### src/rtl/cpu_types_pkg.sv
// Shared types for the pipeline control slice: hazard-controller FSM states
// and forwarding-mux selects. FORWARD_EN (optional) enables forwarding in
// pipeline_hazard_ctrl; these types are present in either build.
package cpu_types_pkg;

  typedef enum logic [1:0] {
    RUN        = 2'd0,
    DWAIT      = 2'd1,
    REDIR_PEND = 2'd2
  } hz_state_t;

  typedef enum logic [1:0] {
    FWD_RF  = 2'b00,
    FWD_MEM = 2'b01,
    FWD_WB  = 2'b10
  } fwd_sel_t;

endpackage

### src/rtl/hazard_perf_ctr.sv
// Saturating performance counter: counts cycles with inc=1, sticks at all-ones.
module hazard_perf_ctr #(
  parameter int unsigned CNT_W = 16
) (
  input  logic             CLK,
  input  logic             nRST,
  input  logic             inc,
  output logic [CNT_W-1:0] cnt
);

  // Count up on inc, hold once every bit is set.
  always_ff @(posedge CLK or negedge nRST) begin
    if (!nRST) begin
      cnt <= '0;
    end else if (inc && (cnt != '1)) begin
      cnt <= cnt + 1'b1;
    end
  end

endmodule

### src/rtl/pipeline_hazard_ctrl.sv
// Central stall/flush controller for the 5-stage pipeline.
// Handles RAW/load-use hazards, redirects, I-miss and D-mem wait; a redirect
// seen during a D-mem wait is held in REDIR_PEND and applied once dhit returns.
// Optional macro FORWARD_EN: adds forwarding selects and reduces the data
// hazard to load-use only.
module pipeline_hazard_ctrl
  import cpu_types_pkg::*;
#(
  parameter int unsigned REG_W       = 5,
  parameter int unsigned CNT_W       = 16,
  parameter int unsigned FLUSH_DEPTH = 2
) (
  input  logic             CLK,
  input  logic             nRST,
  input  logic [REG_W-1:0] id_rs,
  input  logic [REG_W-1:0] id_rt,
  input  logic             id_use_rs,
  input  logic             id_use_rt,
  input  logic [REG_W-1:0] ex_wsel,
  input  logic             ex_regwr,
  input  logic             ex_memrd,
  input  logic [REG_W-1:0] mem_wsel,
  input  logic             mem_regwr,
  input  logic             mem_redirect,
  input  logic             ihit,
  input  logic             dhit,
  input  logic             mem_dreq,
`ifdef FORWARD_EN
  input  logic [REG_W-1:0] ex_rs,
  input  logic [REG_W-1:0] ex_rt,
  input  logic [REG_W-1:0] wb_wsel,
  input  logic             wb_regwr,
  output logic [1:0]       fwd_a,
  output logic [1:0]       fwd_b,
`endif
  output logic             pc_en,
  output logic             en_ifid,
  output logic             en_idex,
  output logic             en_exmem,
  output logic             en_memwb,
  output logic             fl_ifid,
  output logic             fl_idex,
  output logic             fl_exmem,
  output logic [CNT_W-1:0] stall_cnt,
  output logic [CNT_W-1:0] redir_cnt
);

  hz_state_t state, state_nxt;
  logic      d_wait;
  logic      redirect;
  logic      data_hz;

  // Writer w collides with a source the ID instruction really reads; r0 never does.
  function automatic logic src_match(input logic [REG_W-1:0] w,
                                     input logic [REG_W-1:0] rs,
                                     input logic [REG_W-1:0] rt,
                                     input logic use_rs,
                                     input logic use_rt);
    return (w != '0) && ((use_rs && (w == rs)) || (use_rt && (w == rt)));
  endfunction

`ifdef FORWARD_EN
  // MEM result wins over WB; r0 is never forwarded.
  function automatic fwd_sel_t fwd_pick(input logic [REG_W-1:0] src,
                                        input logic [REG_W-1:0] m_w,
                                        input logic m_wr,
                                        input logic [REG_W-1:0] w_w,
                                        input logic w_wr);
    if (m_wr && (m_w != '0) && (m_w == src)) return FWD_MEM;
    if (w_wr && (w_w != '0) && (w_w == src)) return FWD_WB;
    return FWD_RF;
  endfunction

  logic unused_fwd;
  assign unused_fwd = &{1'b0, ex_regwr};

  // Load-use is the only stall left once results can be forwarded.
  always_comb begin
    data_hz = ex_memrd && src_match(ex_wsel, id_rs, id_rt, id_use_rs, id_use_rt);
  end

  // Forwarding selects; forced to register-file path during reset.
  always_comb begin
    fwd_a = FWD_RF;
    fwd_b = FWD_RF;
    if (nRST) begin
      fwd_a = fwd_pick(ex_rs, mem_wsel, mem_regwr, wb_wsel, wb_regwr);
      fwd_b = fwd_pick(ex_rt, mem_wsel, mem_regwr, wb_wsel, wb_regwr);
    end
  end
`else
  logic unused_nofwd;
  assign unused_nofwd = &{1'b0, ex_memrd};

  // Without forwarding any pending write in EX or MEM to a used source stalls.
  always_comb begin
    data_hz = (ex_regwr  && src_match(ex_wsel,  id_rs, id_rt, id_use_rs, id_use_rt)) ||
              (mem_regwr && src_match(mem_wsel, id_rs, id_rt, id_use_rs, id_use_rt));
  end
`endif

  // Per-cycle priority decode: D-wait > redirect > data hazard > I-miss > run.
  // REDIR_PEND keeps the pipe frozen until dhit, then fires the stored redirect.
  always_comb begin
    d_wait   = ~dhit && (mem_dreq || (state == REDIR_PEND));
    redirect = ~d_wait && (mem_redirect || (state == REDIR_PEND));
    pc_en    = 1'b1;
    en_ifid  = 1'b1;
    en_idex  = 1'b1;
    en_exmem = 1'b1;
    en_memwb = 1'b1;
    fl_ifid  = 1'b0;
    fl_idex  = 1'b0;
    fl_exmem = 1'b0;
    if (!nRST) begin
      pc_en    = 1'b0;
      fl_ifid  = 1'b1;
      fl_idex  = 1'b1;
      fl_exmem = 1'b1;
    end else if (d_wait) begin
      pc_en    = 1'b0;
      en_ifid  = 1'b0;
      en_idex  = 1'b0;
      en_exmem = 1'b0;
      en_memwb = 1'b0;
    end else if (redirect) begin
      fl_ifid  = 1'b1;
      fl_idex  = (FLUSH_DEPTH >= 2);
      fl_exmem = (FLUSH_DEPTH >= 3);
    end else if (data_hz) begin
      pc_en   = 1'b0;
      en_ifid = 1'b0;
      fl_idex = 1'b1;
    end else if (!ihit) begin
      pc_en   = 1'b0;
      fl_ifid = 1'b1;
    end
  end

  // Next state: any non-waiting cycle returns to RUN (a pending redirect is consumed).
  always_comb begin
    state_nxt = RUN;
    if (d_wait) begin
      state_nxt = (mem_redirect || (state == REDIR_PEND)) ? REDIR_PEND : DWAIT;
    end
  end

  // State register.
  always_ff @(posedge CLK or negedge nRST) begin
    if (!nRST) state <= RUN;
    else       state <= state_nxt;
  end

  hazard_perf_ctr #(.CNT_W(CNT_W)) u_stall_ctr (
    .CLK  (CLK),
    .nRST (nRST),
    .inc  (~pc_en),
    .cnt  (stall_cnt)
  );

  hazard_perf_ctr #(.CNT_W(CNT_W)) u_redir_ctr (
    .CLK  (CLK),
    .nRST (nRST),
    .inc  (redirect),
    .cnt  (redir_cnt)
  );

endmodule

### config.mk
export PLATFORM = sky130hd
export DESIGN_NAME = pipeline_hazard_ctrl
export DESIGN_NICKNAME = d
export VERILOG_FILES = /design/src/rtl/cpu_types_pkg.sv /design/src/rtl/hazard_perf_ctr.sv /design/src/rtl/pipeline_hazard_ctrl.sv
export SDC_FILE = /design/constraint.sdc
export NUM_CORES = 1
export LEC_CHECK = 0
export BUFFER_PORTS_ARGS = -buffer_cell sky130_fd_sc_hd__buf_2
export CAP_MARGIN = 25
export CORE_MARGIN = 1.5
export CORE_UTILIZATION = 49
export DETAILED_ROUTE_END_ITERATION = 16
export PLACE_DENSITY = 0.8
export SLEW_MARGIN = 20
export SYNTH_ARGS = -nofsm -noshare
export SYNTH_HDL_FRONTEND = slang
export SYNTH_SLANG_ARGS = --single-unit
export TNS_END_PERCENT = 100
### constraint.sdc
create_clock -name CLK -period 3.17 [get_ports CLK]
set_clock_uncertainty 0.15 [all_clocks]
set_input_delay 0.317 -clock CLK [delete_from_list [all_inputs] [get_ports CLK]]
set_output_delay 0.317 -clock CLK [all_outputs]
set_load 0.02 [all_outputs]
* After elaboration in Yosys (flattened, before gate mapping) *
Cells that the tools add are included.
Widths: inputs -> output; s select.

operators by class
  equality and inequality tests = 7
  reduce and logical (&&, ||, !) cells = 19
  add/sub/neg operators = 2
  bitwise gates (word level) = 3
  multiplexer cells = 23

operator list
  kind                   number
  $add 16x1->16 const B  2
  $ne 16x16->1 const B   2
  $mux 1                 21
  $eq 5x5->1             4
  $logic_and 1x1->1      12
  $reduce_bool 5->1      2
  $logic_or 1x1->1       5
  $mux 2                 2
  $not 1->1              3
  $eq 2x2->1 const B     1

storage, ports and cells
  word-level logic and storage cells = 57
  input port bits = 31
  output and inout port bits = 40
  register bits = 34

* Logic depth before layout (Yosys ltp) *
  depth after elaboration = 12
  mapped depth = 9
  gate-level depth less buffers = 8

* Hierarchy *
A second synthesis with hierarchy kept.

second synthesis, totals
  cell total of the unflattened synthesis = 203
  area total of the unflattened synthesis = 2,170.8 um^2

by module, submodules not included
  module                cells each  instances  area an instance (um^2)  sequential area each (um^2)
  hazard_perf_ctr       72          2          859.6                    400.4
  pipeline_hazard_ctrl  59          1          451.7                    50.0

* Worst setup path after synthesis *
No wires, ideal clock.

  kind = flip-flop to flip-flop
  start point = reg u_stall_ctr.cnt[0]
  end point = reg u_stall_ctr.cnt[6]
  arrival = 2.034 ns
  buffers on the path = 2
  slack = 0.855 ns
  cell stages (with the launch flop) = 10
  data required time = 2.889 ns
  library setup time = 0.131 ns
  period minus slack after synthesis = 2.315 ns
  cell sequence = dfrtp_1 -> ha_1 -> and3_1 -> and3_1 -> clkbuf_1 -> and3_1 -> a21oi_2 -> buf_6 -> nand2_1 -> xnor2_1

on the way
  longest elaborated chain between the ends = 2
  elaborated cells on any way between the ends = 3
  classes of those cells = 1 x add/sub; 1 x eq/ne; 1 x reduce/logical

ends and longest elaborated chain
  element                                                                RTL line               text
  start, declared                                                        hazard_perf_ctr.sv:8   output logic [CNT_W-1:0] cnt
  start signal, assigned                                                 hazard_perf_ctr.sv:16  cnt <= cnt + 1'b1;
  parallel branches: the longest is 2 deep, another holds $add 16x1->16  n/a

Several ways; the timed one is not identified.
A chain may end at the register's enable or synchronous reset.

* Worst setup path after layout *
  start point = reg u_stall_ctr.cnt[0]
  end point = reg u_stall_ctr.cnt[10]

The elaborated chain is that of the path after synthesis.

==> results.yml <==
die:
  coreArea_sq_um: 3720
  core.rowCount: 22
  die_area_sq_um: 4300
  start_util: 0.516
  io_pins: 71
  die_w_microns: 65.6
  dieHeight_microns: 65.6
detailed_routing:
  post-route-drc-count: 0
  wl_mm: 3.96
  vias_per_cell: 5.23
  routedWlPerCell_microns: 12.7
  antenna_left: 0
  drtPass1Iterations: 4
  drt_iter0_drc: 81
  num_vias: 1632
finish:
  insertedDiodeCount: 0
  area_growth_pct: 25.6
  drive_gt1_frac: 0.333
  final_cells: 312
  final_nets: 296
logic_synthesis:
  synth.top_cell.area_share: 0.443
  ys_ff_latch: 34
  syn_inst: 189
  yosys-top-cells-area: "dfrtp_1, xnor2_1, nand2_1"
  synth_nets: 222
  synth_cell_types: 38
  synth_largest_area_cell: "dfrtp_1"
  seq_area_frac_synth: 0.443
  ys_warn_count: 0
  synth_area_sq_um: 1920
  avgSynthCellArea_sq_um: 10.2
timing:
  fin_crit_ps: 2490
  finalHoldViolCount: 0
  worst_slew_pin_slew_ps: 462
  slew_violations: 0
  finalCritPeriodShare: 0.787
  fmax_ghz: 0.401
  grt_setup_unrepaired: "false"
  setup_viol: 0
  setup_slack_ps: 675
  fin_hold_ws_ps: 243
  relSlewSlack: 0.692
  tns_ps: 0
worst_setup_path:
  critPathCaptureType: "flop"
  timing.rr.start: "u_stall_ctr.cnt[0]"
  r2r_setup_slack_ps: 680
  cp_max_fo: 10
  crit_family: "simple AND/OR/NAND/NOR gates"
  slowest_delay_ps: 430
  cp_common_cell: "and3_1"
  cp-endpoint: "u_stall_ctr.cnt[10]"
  arrival_ps: 2510
  reg2reg_depth: 8
  cp.depth: 8
  required_ps: 3180
  worstSetupPathType: "reg -> reg"
  crit_slowest_cell: "dfrtp_1"
  crit_start: "u_stall_ctr.cnt[0]"
  cp-start-kind: "flop"
  worstPathCellList: "ha_1 > and3_1 > and3_1 > and3_1 > a21oi_2 > buf_4 > nand4_1 > xnor2_1"
  reg2reg_to: "u_stall_ctr.cnt[10]"
  path_buf_inv: 1
min_path:
  hp-class: "in -> reg"
  holdCritStartpoint: "mem_redirect"
grt:
  grt_pass1_wl_mm: 6.53
  grt_max_degree: 40
  grt_pass1_vias: 1472
  grt_antenna_before_repair: 0
  grt.overflow.total: 0
  grt_util_all_layers: 0.200
place:
  port_buffers: 69
  pre_cts_ws_ps: 696
  gp_congestion: 0.815
  dp_cells: 303
  hpwl_mm: 3.06
pwr:
  ir_worst_vdd_mv: 0.375
  p_total_mw: 1.43
  p_per_area_nw_per_um2: 593
  power.leakage_nw: 1.18
cts:
  insertion_delay_ps: 280
  cts_tree: "yes"
  cts_buffer_depth: 2
  cts.reportedPaths.clkPinSlew_ps: 70
  cts-root-buf: "clkbuf_8"
  cts_buffers: 5
  cts.sinks: 34
  cts_resized: 0
  cts-htree-levels: 2
outcome:
  status: "finished, final reports clean"
flow_run:
  maxCapViolCount: 0
[layout make-up]
| class | count | area, sq um |
|---|---|---|
| clock buffer | 6 | 82.6 |
| clock inverter | 2 | 12.5 |
| fill | 345 | 1310 |
| inverter | 3 | 11.3 |
| multi-input combinational | 147 | 1020 |
| sequential | 34 | 851 |
| tap | 48 | 60.1 |
| timing repair buffer | 72 | 370 |
[registers in the layout, indices dropped and copies added, names as in the netlist]
signal,flops
u_stall_ctr.cnt,16
state,2
u_redir_ctr.cnt,16
[where the power goes]
part	switching (mW)	internal (mW)
Combinational	0.270	0.203
Sequential	0.104	0.525
Clock	0.154	0.174
[cells in the final DEF (no fill, tap or decap), drive strengths merged, types with 2 or more instances in the layout]
cell and count:
xnor2 40, nand4 10, inv 3, dfrtp 34, buf 71, and2 4, mux2 3, o21ai 3
nand3 10, nand2b 3, xor2 6, a21oi 2, or4 2, o21a 2, ha 2, clkbuf 6
and3 11, o22ai 2, nor2 9, nand2 22, a31oi 5
[through the flow]
stage | utilization | cell area (sq um)
floorplan | - | 1920
global route | 0.649 | 2410
finish | 0.649 | 2410
detailed placement | 0.621 | 2310
CTS | 0.649 | 2410
global placement | 0.621 | 2310
[synthesized netlist by cell type (all sizes together)]
cell,instances
and3,11
o22ai,2
mux2,3
clkbuf,1
nand2,22
and2,4
xnor2,40
nand2b,3
nor4,1
or4,2
ha,2
a21oi,2
a41oi,1
nand3b,1
and2b,1
a22o,1
nor2b,1
xor2,6
a31oi,5
a21o,1
or2,1
a32oi,1
nor3,1
o21a,2
nor2,9
nand3,10
o21ai,3
buf,4
dfrtp,34
inv,3
nand4,10
o2111ai,1
[cells by family after synthesis]
family | after synthesis | share of synthesized area
compound gates | 19 | 0.0828
xor+xnor | 46 | 0.210
fa+ha+maj | 2 | 0.0130
buf+inv | 8 | 0.0235
flops | 34 | 0.443
mux | 3 | 0.0176
simple gates | 77 | 0.210
[metal layers]
metal	vias up	share of wire	track usage
met5	-	0	0
met4	0	0.015	0.0859
met3	6	0.056	0.0514
met2	51	0.47	0.329
met1	774	0.46	0.249
li1	801	-	-
[worst min-delay path by stage]
stage	endpoint	slack, ps	cells past startpoint
final	state[0]	240	3
after global routing	state[0]	230	3
after CTS	state[0]	230	3
after detailed placement	u_redir_ctr.cnt[14]	270	2
after global placement	u_redir_ctr.cnt[10]	270	2
after floorplan	state[0]	-130	0
[tightest hold or removal path, delay by kind of cell]
kind	cells	cell delay, ps
buf+inv	1	80
simple gates	2	240
[repair_timing]
action / 4_1_cts / 5_1_grt
endpoints found under the hold margin: 34 / 0
hold buffers: 1 / 0
setup buffers: 0 / 0
(Power assumes the default switching activity.)
